`config.mk`:
```
export PLATFORM = sky130hd
export DESIGN_NAME = tt_penguronik_sum_accum
export DESIGN_NICKNAME = d
export VERILOG_FILES = /design/src/rtl/tt_penguronik_sum_accum.sv
export SDC_FILE = /design/constraint.sdc
export NUM_CORES = 1
export LEC_CHECK = 0
export CORE_ASPECT_RATIO = 0.6
export CORE_MARGIN = 2
export CORE_UTILIZATION = 34
export CTS_CLUSTER_SIZE = 40
export DETAILED_ROUTE_END_ITERATION = 8
export PLACE_DENSITY = 0.53
export SYNTH_ARGS = -nofsm -noshare
export SYNTH_HDL_FRONTEND = slang
export SYNTH_SLANG_ARGS = --single-unit
export TNS_END_PERCENT = 10
```
`constraint.sdc`:
```
create_clock -name clk -period 6.46 [get_ports clk]
set_input_delay 1.615 -clock clk [delete_from_list [all_inputs] [get_ports clk]]
set_output_delay 1.615 -clock clk [all_outputs]
set_load 0.005 [all_outputs]
```
`src/rtl/tt_penguronik_sum_accum.sv`:
```
`default_nettype none
// ============================================================================
// Module      : tt_penguronik_sum_accum
// Description : Accumulates FRAME_LEN 8-bit sums into a 16-bit total and
//               streams it out as two bytes (high byte first) over valid/ready.
//               Optional saturation is enabled by defining SUM_ACC_SATURATE_EN.
// Revision    : 1.0 - initial release
// ============================================================================
module tt_penguronik_sum_accum #(
    parameter int FRAME_LEN = 4,
    parameter int CNT_W     = 10
) (
    input  logic       clk,
    input  logic       rst_n,
    input  logic [7:0] in_data,
    input  logic       in_valid,
    output logic       in_ready,
    input  logic       flush,
    output logic [7:0] out_data,
    output logic       out_valid,
    input  logic       out_ready,
    output logic       out_last,
    output logic [7:0] frame_cnt,
    output logic       ovf
);

    typedef enum logic [1:0] {
        ST_ACCUM   = 2'd0,
        ST_EMIT_HI = 2'd1,
        ST_EMIT_LO = 2'd2
    } state_t;

    localparam logic [CNT_W:0] c_frame_len = (CNT_W + 1)'(FRAME_LEN);

    state_t           r_state;
    state_t           w_state_next;
    logic [15:0]      r_acc;
    logic [15:0]      r_hold;
    logic [CNT_W-1:0] r_cnt;
    logic [7:0]       r_frame_cnt;

    logic             w_in_ready;
    logic             w_accept;
    logic [7:0]       w_addend;
    logic [CNT_W:0]   w_cnt_inc;
    logic [15:0]      w_acc_next;
    logic             w_close;

    assign w_in_ready = rst_n && (r_state == ST_ACCUM);
    assign w_accept   = in_valid && w_in_ready;
    assign w_addend   = w_accept ? in_data : 8'd0;
    assign w_cnt_inc  = {1'b0, r_cnt} + {{CNT_W{1'b0}}, 1'b1};

`ifdef SUM_ACC_SATURATE_EN
    logic [16:0] w_sum17;
    logic        r_ovf;

    assign w_sum17    = {1'b0, r_acc} + {9'd0, w_addend};
    assign w_acc_next = w_sum17[16] ? 16'hFFFF : w_sum17[15:0];

    // Sticky until reset; the clamp itself keeps later adds pinned at 0xFFFF.
    always_ff @(posedge clk) begin
        if (!rst_n) begin
            r_ovf <= 1'b0;
        end else if (w_accept && w_sum17[16]) begin
            r_ovf <= 1'b1;
        end
    end

    assign ovf = r_ovf;
`else
    assign w_acc_next = r_acc + {8'd0, w_addend};
    assign ovf        = 1'b0;
`endif

    // A frame closes on its last sample or on a flush that has data to emit
    // (either already accumulated or arriving in the flush cycle itself).
    assign w_close = (r_state == ST_ACCUM) &&
                     ((w_accept && (w_cnt_inc == c_frame_len)) ||
                      (flush && ((r_cnt != '0) || w_accept)));

    always_comb begin
        w_state_next = r_state;
        case (r_state)
            ST_ACCUM:   if (w_close)   w_state_next = ST_EMIT_HI;
            ST_EMIT_HI: if (out_ready) w_state_next = ST_EMIT_LO;
            ST_EMIT_LO: if (out_ready) w_state_next = ST_ACCUM;
            default:                   w_state_next = ST_ACCUM;
        endcase
    end

    always_ff @(posedge clk) begin
        if (!rst_n) begin
            r_state     <= ST_ACCUM;
            r_acc       <= 16'd0;
            r_hold      <= 16'd0;
            r_cnt       <= '0;
            r_frame_cnt <= 8'd0;
        end else begin
            r_state <= w_state_next;
            if (w_close) begin
                r_hold <= w_acc_next;
                r_acc  <= 16'd0;
                r_cnt  <= '0;
            end else if (w_accept) begin
                r_acc <= w_acc_next;
                r_cnt <= w_cnt_inc[CNT_W-1:0];
            end
            if ((r_state == ST_EMIT_LO) && out_ready) begin
                r_frame_cnt <= r_frame_cnt + 8'd1;
            end
        end
    end

    // Outputs are gated by rst_n so nothing leaks out while reset is asserted.
    always_comb begin
        out_data = 8'd0;
        if (rst_n) begin
            case (r_state)
                ST_EMIT_HI: out_data = r_hold[15:8];
                ST_EMIT_LO: out_data = r_hold[7:0];
                default:    out_data = 8'd0;
            endcase
        end
    end

    assign in_ready  = w_in_ready;
    assign out_valid = rst_n && ((r_state == ST_EMIT_HI) || (r_state == ST_EMIT_LO));
    assign out_last  = rst_n && (r_state == ST_EMIT_LO);
    assign frame_cnt = r_frame_cnt;

endmodule
`default_nettype wire

```
==> reports/qor.yml <==
yosysSeqAreaShare: 0.355
setup_viol: 0
slew_violations: 0
skew_ns: 0.00571
use_met3: 0.0412
post-synth-top-area-fraction: 0.355
cp-end-kind: "output pin"
startpoint: "rst_n"
grt_max_degree: 27
grt_use_met2: 0.203
overflow: 0
cp_data_arrival_time_ns: 3.56
nNetsFinal: 390
rsz0062_at_grt: "no"
synth_cell_type_count: 47
ant_nets: 0
syn_nets: 370
grt_pass1_vias: 2221
wl_per_cell_um: 13.8
numClockSinks: 52
min_from: "r_acc[5]$_SDFFE_PP0N_"
fp.dieArea_sq_um: 9420
wirelength_um: 6500
cts-root-buf: "clkbuf_16"
yosysWarnings: 0
cts_resized: 0
cts_tree: "done"
routabilityCongestion: 0.835
synth-edff-count: 0
ir_drop_mv: 0.107
grt_pass1_wl_um: 10800
synthTopCellsByArea: "dfxtp_1 (35%), ha_1 (7.2%), xnor2_1 (6.6%), nand2_1 (5.4%), nor2_1 (5.0%)"
critPathRequiredTime_ns: 4.85
status: "complete, no violations"
finalHoldViolations: 0
relSlewSlack: 0.379
firstDrtPassIters: 4
synth-seq-cells: 52
post_drt_via_cell_ratio: 4.93
hp-class: "register to register"
n_fill_cell: 864
via_count: 2327
startpoint_type: "primary input"
coreArea_sq_um: 8460
cts_setup_buffers: 0
critPathMaxFanout: 19
hold_buffers: 0
pin_count: 33
insertedDiodeCount: 0
die_w_um: 124
synthXorXnorAreaFrac: 0.107
grt_usage: 0.144
worst_path_most_repeated_cell: "clkdlybuf4s50_1"
powerDensity_nw_per_um2: 232
drive_gt1_frac: 0.0444
tightest_slew_ns: 0.931
synthAdderAreaFrac: 0.0793
fin_crit_ns: 5.18
worstPathCellList: "clkdlybuf4s50_1 > nand2_1 > nor2_1 > clkdlybuf4s50_1"
synthSimpleGateAreaFrac: 0.232
clk_pin_slew_ns: 0.07
synthToLayoutAreaGrowth_pct: 16.5
synth_cells: 339
seqCellArea_sq_um: 1040
synth_top_family_by_area: "simple AND/OR/NAND/NOR gates"
synthesis.area_sq_um: 2940
antenna_found_initial: 0
start_util: 0.347
r2r_start: "r_state[0]$_SDFFE_PN0P_"
grt_util_met1: 0.213
r2r_slack_ns: 2.89
synth_flop_cell: "dfxtp_1"
cts_buffers: 5
period_share: 0.802
gr-max-usage-layer: "met1"
drtIter0Drc: 110
fmax_ghz: 0.193
async_flop_share: 0
drc: 0
clk_latency_ns: 0.30
crit_slowest_cell: "clkdlybuf4s50_1"
multi_input_area_sq_um: 1740
max_stage_delay_ns: 0.84
hpwl_um: 4670
portBuffers: 31
synth.avg_cell_area_sq_um: 8.66
synthMuxAreaShare: 0.00682
drv_cap: 0
critical_path_class: "primary input to output pin"
cts_max_level: 2
p_leak_nw: 1.26
synth-compound-area-share: 0.165
die_h_um: 76.0
yosysTopAreaCell: "dfxtp_1"
fin_tns_setup_ns: 0
cts_buffer_depth: 2
num_rows: 26
fin_util: 0.404
placed cells by master, fill, tap and decap left out, types with 10 or more instances in the layout:
cell	count
dfxtp_1	52
a21oi_1	13
nor3_1	10
nand2_1	42
clkdlybuf4s50_1	31
and2_1	18
nor2_1	39
xnor2_1	22
xor2_1	14
ha_1	17
a22o_1	15
final cells by class:
cell class | count | area share
Timing Repair Buffer | 33 | 0.0952
Sequential cell | 52 | 0.305
Multi-Input combinational cell | 259 | 0.508
Tap cell | 112 | 0.0410
Clock buffer | 8 | 0.0428
Inverter | 8 | 0.00878
flip-flops by register name, summed over array words and instances, names as in the netlist:
name / flops
frame_cnt: 8
r_cnt: 10
r_hold: 16
r_state: 2
r_acc: 16
per-layer routing:
layer / routed length (um) / vias up / share of wire
li1: - / 1209 / -
met5: 0 / - / 0
met1: 3460 / 1066 / 0.53
met2: 2650 / 48 / 0.41
met4: 48 / 0 / 0.0074
met3: 339 / 4 / 0.052
final timing paths:
path / to / cells past startpoint
setup / recovery: out_data[5] / 4
hold / removal: r_acc[5]$_SDFFE_PP0N_ / 2
setup reg to reg: r_hold[12]$_SDFFE_PN0P_ / 12
hold reg to reg: r_acc[5]$_SDFFE_PP0N_ / 2
kinds of logic after synthesis:
logic type / count (synthesis)
simple gates: 139
buf+inv: 28
flops: 52
mux: 2
compound gates: 63
fa+ha+maj: 18
other cells: 1
xor+xnor: 36
report_power, final:
group	switching, mW	internal (mW)
combinational	0.108	0.0666
sequential	0.0106	0.332
clock	0.119	0.155
total	0.238	0.554
metrics by stage:
step	hold slack (ns)	power, mW	instances	worst slack, ns	area [sq um]
3_3_place_gp	0.451	0.520	464	1.24	3270
5_1_grt	0.482	0.834	472	1.09	3420
3_5_place_dp	0.457	0.525	464	1.13	3270
4_1_cts	0.467	0.802	472	1.28	3420
6_report	0.464	0.792	472	1.28	3420
2_1_floorplan	0.433	0.472	339	2.06	2940
worst max-delay path, delay by kind of cell:
| family | cells | cell delay [ns] |
|---|---|---|
| buf+inv | 2 | 1.36 |
| simple gates | 2 | 0.58 |
Yosys cell counts (3+ instances only):
| library cell | n |
|---|---|
| a21oi_1 | 13 |
| xnor2_1 | 22 |
| nand3_1 | 9 |
| nand2_1 | 42 |
| a22oi_1 | 8 |
| clkbuf_1 | 9 |
| o21ai_0 | 6 |
| xor2_1 | 14 |
| ha_1 | 17 |
| and2_1 | 18 |
| buf_4 | 7 |
| nor3_1 | 10 |
| a21boi_0 | 3 |
| a22o_1 | 15 |
| nand4_1 | 8 |
| inv_1 | 8 |
| nor2_1 | 39 |
| dfxtp_1 | 52 |
Power figures use the tool's default switching activity.
==> variant 1 (same settings) <==
Change the parameter `CNT_W` from 10 to 20.
--- a/src/rtl/tt_penguronik_sum_accum.sv
+++ b/src/rtl/tt_penguronik_sum_accum.sv
@@ -8,7 +8,7 @@
 // ============================================================================
 module tt_penguronik_sum_accum #(
     parameter int FRAME_LEN = 4,
-    parameter int CNT_W     = 10
+    parameter int CNT_W     = 20
 ) (
     input  logic       clk,
     input  logic       rst_n,
Check against the original RTL: no difference found for any inputs over 4 cycles, from zero or initial values and one cycle with rst_n low; that may be too few to reach the edited logic, so the function may still have changed.
==> variant 1 against the unedited design <==
- area after synthesis is 22% higher
- sequential power is 18% higher
- total power rose by 38%
- cell area up 25%
- worst setup slack better by 0.089 ns
- sequential cell count increased by 10
- core utilization rose by 2.0 points
- wire length up 30%
- largest cell class unchanged
- highest routed layer unchanged
==> variant 1: results (changes against the unedited design) <==
status:
  outcome: "complete, no violations"
critical_path:
  crit_fanout: 18  # -1
  critPathArrivalTime_ns: 3.47  # -0.09 ns
  slowest_delay_ns: 0.81  # -0.03 ns
  rrSetupSlack_ns: 2.69  # -0.20 ns
  r2r_end: "r_hold[14]"
finish:
  buffers: 34  # +3.0%
  fillers: 1000  # +16%
  fin_cells: 590  # +25%
  drive_gt1_share_pct: 6.37  # +1.9 points
  nClkBuffers: 10  # +2
  buffer_area_share_pct: 7.81  # -1.7 points
  largest_registers: "r_cnt x20, r_acc x16, r_hold x16"
  inverters: 13  # +5
  multi_input_cells: 330  # +27%
  num-nets-final: 480  # +23%
  final-clk-cell-share_pct: 7.61  # +3.3 points
  multi_input_comb_area_mm2: 0.00214  # +24%
clock_tree:
  clockRootBuffer: "clkbuf_16"
  clk_latency_ns: 0.33  # +0.03 ns
  cts_resized: 0  # unchanged
  cts-buffers-inserted: 9  # +4
  clkTransAtPathRegs_ns: 0.05  # -0.02 ns
  htree_levels: 3  # +1
  postCtsHoldBufs: 0  # unchanged
  cts.sinks: 62  # +19%
  post_cts_buffers: 0  # unchanged
drt:
  viasPerCell: 5.08  # +3.0%
  drt-initial-drc-count: 179  # +63%
  wl_met2_mm: 3.30  # +24%
  firstDrtPassIters: 4  # unchanged
  routedLengthMet1_mm: 4.59  # +33%
  wl_met3_um: 426  # +26%
  finalWirelength_mm: 8.43  # +30%
grt:
  use_met2_pct: 21.0  # +0.74 points
  grt_max_degree: 37  # +37%
  grt_pass1_vias: 2710  # +22%
  met1_usage_pct: 24.3  # +3.0 points
  met3_usage_pct: 4.49  # +0.38 points
  grt_pass1_wl_mm: 14.2  # +32%
  grt_use_total_pct: 16.0  # +1.5 points
synthesis:
  syn_nets: 461  # +25%
  yosysUniqueCellTypes: 49  # +4.3%
  netlist_top_cells_area: "dfxtp_1, xnor2_1, nor2_1"
  ys_seq_area_share_pct: 34.7  # -0.78 points
  ys_top_cells_by_count: "dfxtp_1, nor2_1, nand2_1"
placed_design:
  hpwl_mm: 6.13  # +31%
  gp_congestion: 0.833  # -0.22%
  placed_cells: 574  # +24%
pwr:
  irDropWorstVdd_v: 0.000136  # +26%
  p_leak_nw: 1.54  # +22%
worst_hold_path:
  min_from: "r_acc[7]"
  hold_path_end: "r_acc[7]"
sta:
  slew_headroom_pct: 43.8  # +5.9 points
  skew_ns: 0.00899  # +0.00328 ns
[variant 1: cell families (layout without fill, tap and decap cells)]
logic type	after synthesis	in the layout	synth area share, %
AO/OA/AOI/OAI	75	75	16.4
XOR/XNOR	49	49	12.0
adder cells (fa/ha/maj)	17	17	6.15
buffers and inverters	39	63	5.38
flip-flops	62	62	34.7
multiplexers	3	3	0.839
other	1	1	0.105
AND/OR/NAND/NOR	185	185	24.5
[variant 1: power breakdown]
| group | internal (W) | switching, W |
|---|---|---|
| Sequential | 0.000394 | 0.00000875 |
| Combinational | 0.0000614 | 0.000108 |
| Clock | 0.000346 | 0.000177 |
[variant 1: per-stage QoR]
step	util, %	worst slack [ns]	area (µm²)	hold slack, ns	power [W]
6_report	42.4	1.37	4260	0.461	0.00110
5_1_grt	42.4	1.11	4260	0.496	0.00115
4_1_cts	42.4	1.34	4260	0.464	0.00111
3_5_place_dp	39.1	1.06	3940	0.455	0.000580
3_3_place_gp	39.1	1.22	3940	0.452	0.000578
2_1_floorplan	-	2.02	3580	0.439	0.000528
==> variant 2 (same flow settings) <==
Made on the original files. Encoding of `state_t`: now one-hot (3 bits for 3 states).
--- a/src/rtl/tt_penguronik_sum_accum.sv
+++ b/src/rtl/tt_penguronik_sum_accum.sv
@@ -24,10 +24,10 @@
     output logic       ovf
 );
 
-    typedef enum logic [1:0] {
-        ST_ACCUM   = 2'd0,
-        ST_EMIT_HI = 2'd1,
-        ST_EMIT_LO = 2'd2
+    typedef enum logic [2:0] {
+        ST_ACCUM   = 3'b001,
+        ST_EMIT_HI = 3'b010,
+        ST_EMIT_LO = 3'b100
     } state_t;
 
     localparam logic [CNT_W:0] c_frame_len = (CNT_W + 1)'(FRAME_LEN);
Check against the original RTL: no difference found for any inputs over 4 cycles, from zero or initial values and one cycle with rst_n low; so few cycles prove little.
==> variant 2 against the unedited design <==
- first-iteration DRC count grew 27%
- via count rose by 6.4%
- cell area increased by 1.7%
- count of clock-buffer cells in the layout shrank 1
- core utilization grew 0.84 points
- area after synthesis down 0.85%
- worst setup slack worse by 0.26 ns
- register-to-register slack hardly changed
- sequential cell count rose by 1
- cell count up 4.7%
- global-route usage increased by 1.6 points
- wire length rose by 9.1%
- critical path type unchanged
- highest routed layer unchanged
Power is not compared: it rests on default switching activity, and its combinational part moved more than twofold at a synthesized area within 25%.
==> variant 2: results (changes against the unedited design) <==
status:
  outcome: "complete, no violations"
placed_design:
  hpwl_mm: 5.15  # +10%
  gp_congestion: 0.863  # +3.3%
grt:
  grt_use_total_pct: 16.0  # +1.6 points
  grt_pass1_vias: 2231  # +0.45%
  grt_pass1_wl_mm: 11.5  # +6.9%
  grt_max_degree: 25  # -7.4%
drt:
  vias: 2477  # +6.4%
  drt-initial-drc-count: 140  # +27%
  finalWirelength_mm: 7.10  # +9.1%
finish:
  drive_gt1_share_pct: 5.76  # +1.3 points
  fillers: 863  # -0.12%
  num-nets-final: 407  # +4.4%
synthesis:
  syn_nets: 383  # +3.5%
  muxShareOfSynthArea_pct: 0.731  # +0.049 points
  netlist_top_cells_area: "dfxtp_1, xor2_1, nand2_1"
  synth_compound_area_share_pct: 15.3  # -1.1 points
  ys_top_cells_by_count: "dfxtp_1, nand2_1, nor2_1"
  synth_xor_area_share_pct: 11.1  # +0.39 points
  synth-adder-area-share_pct: 5.85  # -2.1 points
  ys_seq_area_share_pct: 36.5  # +0.99 points
critical_path:
  cpMaxStageDelayCell: "nor2_1"
  critPathArrivalTime_ns: 3.82  # +0.26 ns
  slowest_delay_ns: 0.58  # -0.26 ns
  crit_fanout: 24  # +5
pwr:
  p_leak_nw: 1.25
## variant 2: cell count changes in the layout (fill, tap and decap cells not counted), moves of 4 or more
cell     before  now
o21ai_0       6   17
and2_1       18    9
nand3_1       9   18
a21oi_1      13   21
a22oi_1       8    0
xor2_1       14   22
a22o_1       15    8
xnor2_1      22   15
ha_1         17   12
nand4_1       8   13
nor3_1       10    5
and3_1        2    6
nand2_1      42   46
## variant 2: final timing paths
check,from,endpoint,slack [ns],cells after the start
setup / recovery,rst_n,out_data[4],1.02,6
hold / removal,r_acc[3],r_acc[3],0.46,2
setup reg to reg,r_state[0],r_hold[12],2.89,12
hold reg to reg,r_acc[3],r_acc[3],0.46,2
## variant 2: cell type report
class / count / area [µm²] / share of cell area [%]
multi-input cells: 279 / 1740 / 49.9
flip-flops and latches: 53 / 1060 / 30.5
repair buffers: 35 / 340 / 9.79
clock buffers: 7 / 143 / 4.10
well taps: 112 / 140 / 4.03
clock inverters: 1 / 30.0 / 0.864
inverters: 7 / 26.3 / 0.756
## variant 2: kinds of logic (layout without fill, tap and decap cells)
logic type      Yosys count  after routing
buf+inv                  25             50
xor+xnor                 37             37
compound gates           68             68
mux                       2              2
other cells               1              1
fa+ha+maj                13             13
flops                    53             53
simple gates            158            158
## variant 2: power by group
| group | total, W | leakage, nW | internal, W | switching [W] |
|---|---|---|---|---|
| clock network | 0.000310 | 0.0841 | 0.000194 | 0.000116 |
| logic | 0.0000758 | 0.739 | 0.0000295 | 0.0000464 |
| registers | 0.000343 | 0.429 | 0.000336 | 0.00000742 |
## variant 2: per-stage QoR
stage               instances  hold slack (ns)  total power (W)  area, µm²  worst slack, ns
floorplan                 357            0.432         0.000402       2910             2.35
global placement          486            0.449         0.000427       3300             1.13
detailed placement        486            0.452         0.000427       3300             1.06
CTS                       494            0.465         0.000740       3480             1.04
global route              494            0.478         0.000762       3480            0.863
finish                    494            0.463         0.000729       3480             1.02
## variant 2: routing by layer
metal	vias up	wire length [µm]	track usage, %
li1	1284	-	-
met1	1133	3900	25.0
met2	53	2730	21.1
met3	7	391	4.27
met4	0	67	4.42
met5	-	0	0
## variant 2: worst min-delay path, stage by stage, from the launching register on
cell     delay (ns)
dfxtp_1        0.31
nand2_1        0.05
a21oi_1        0.05
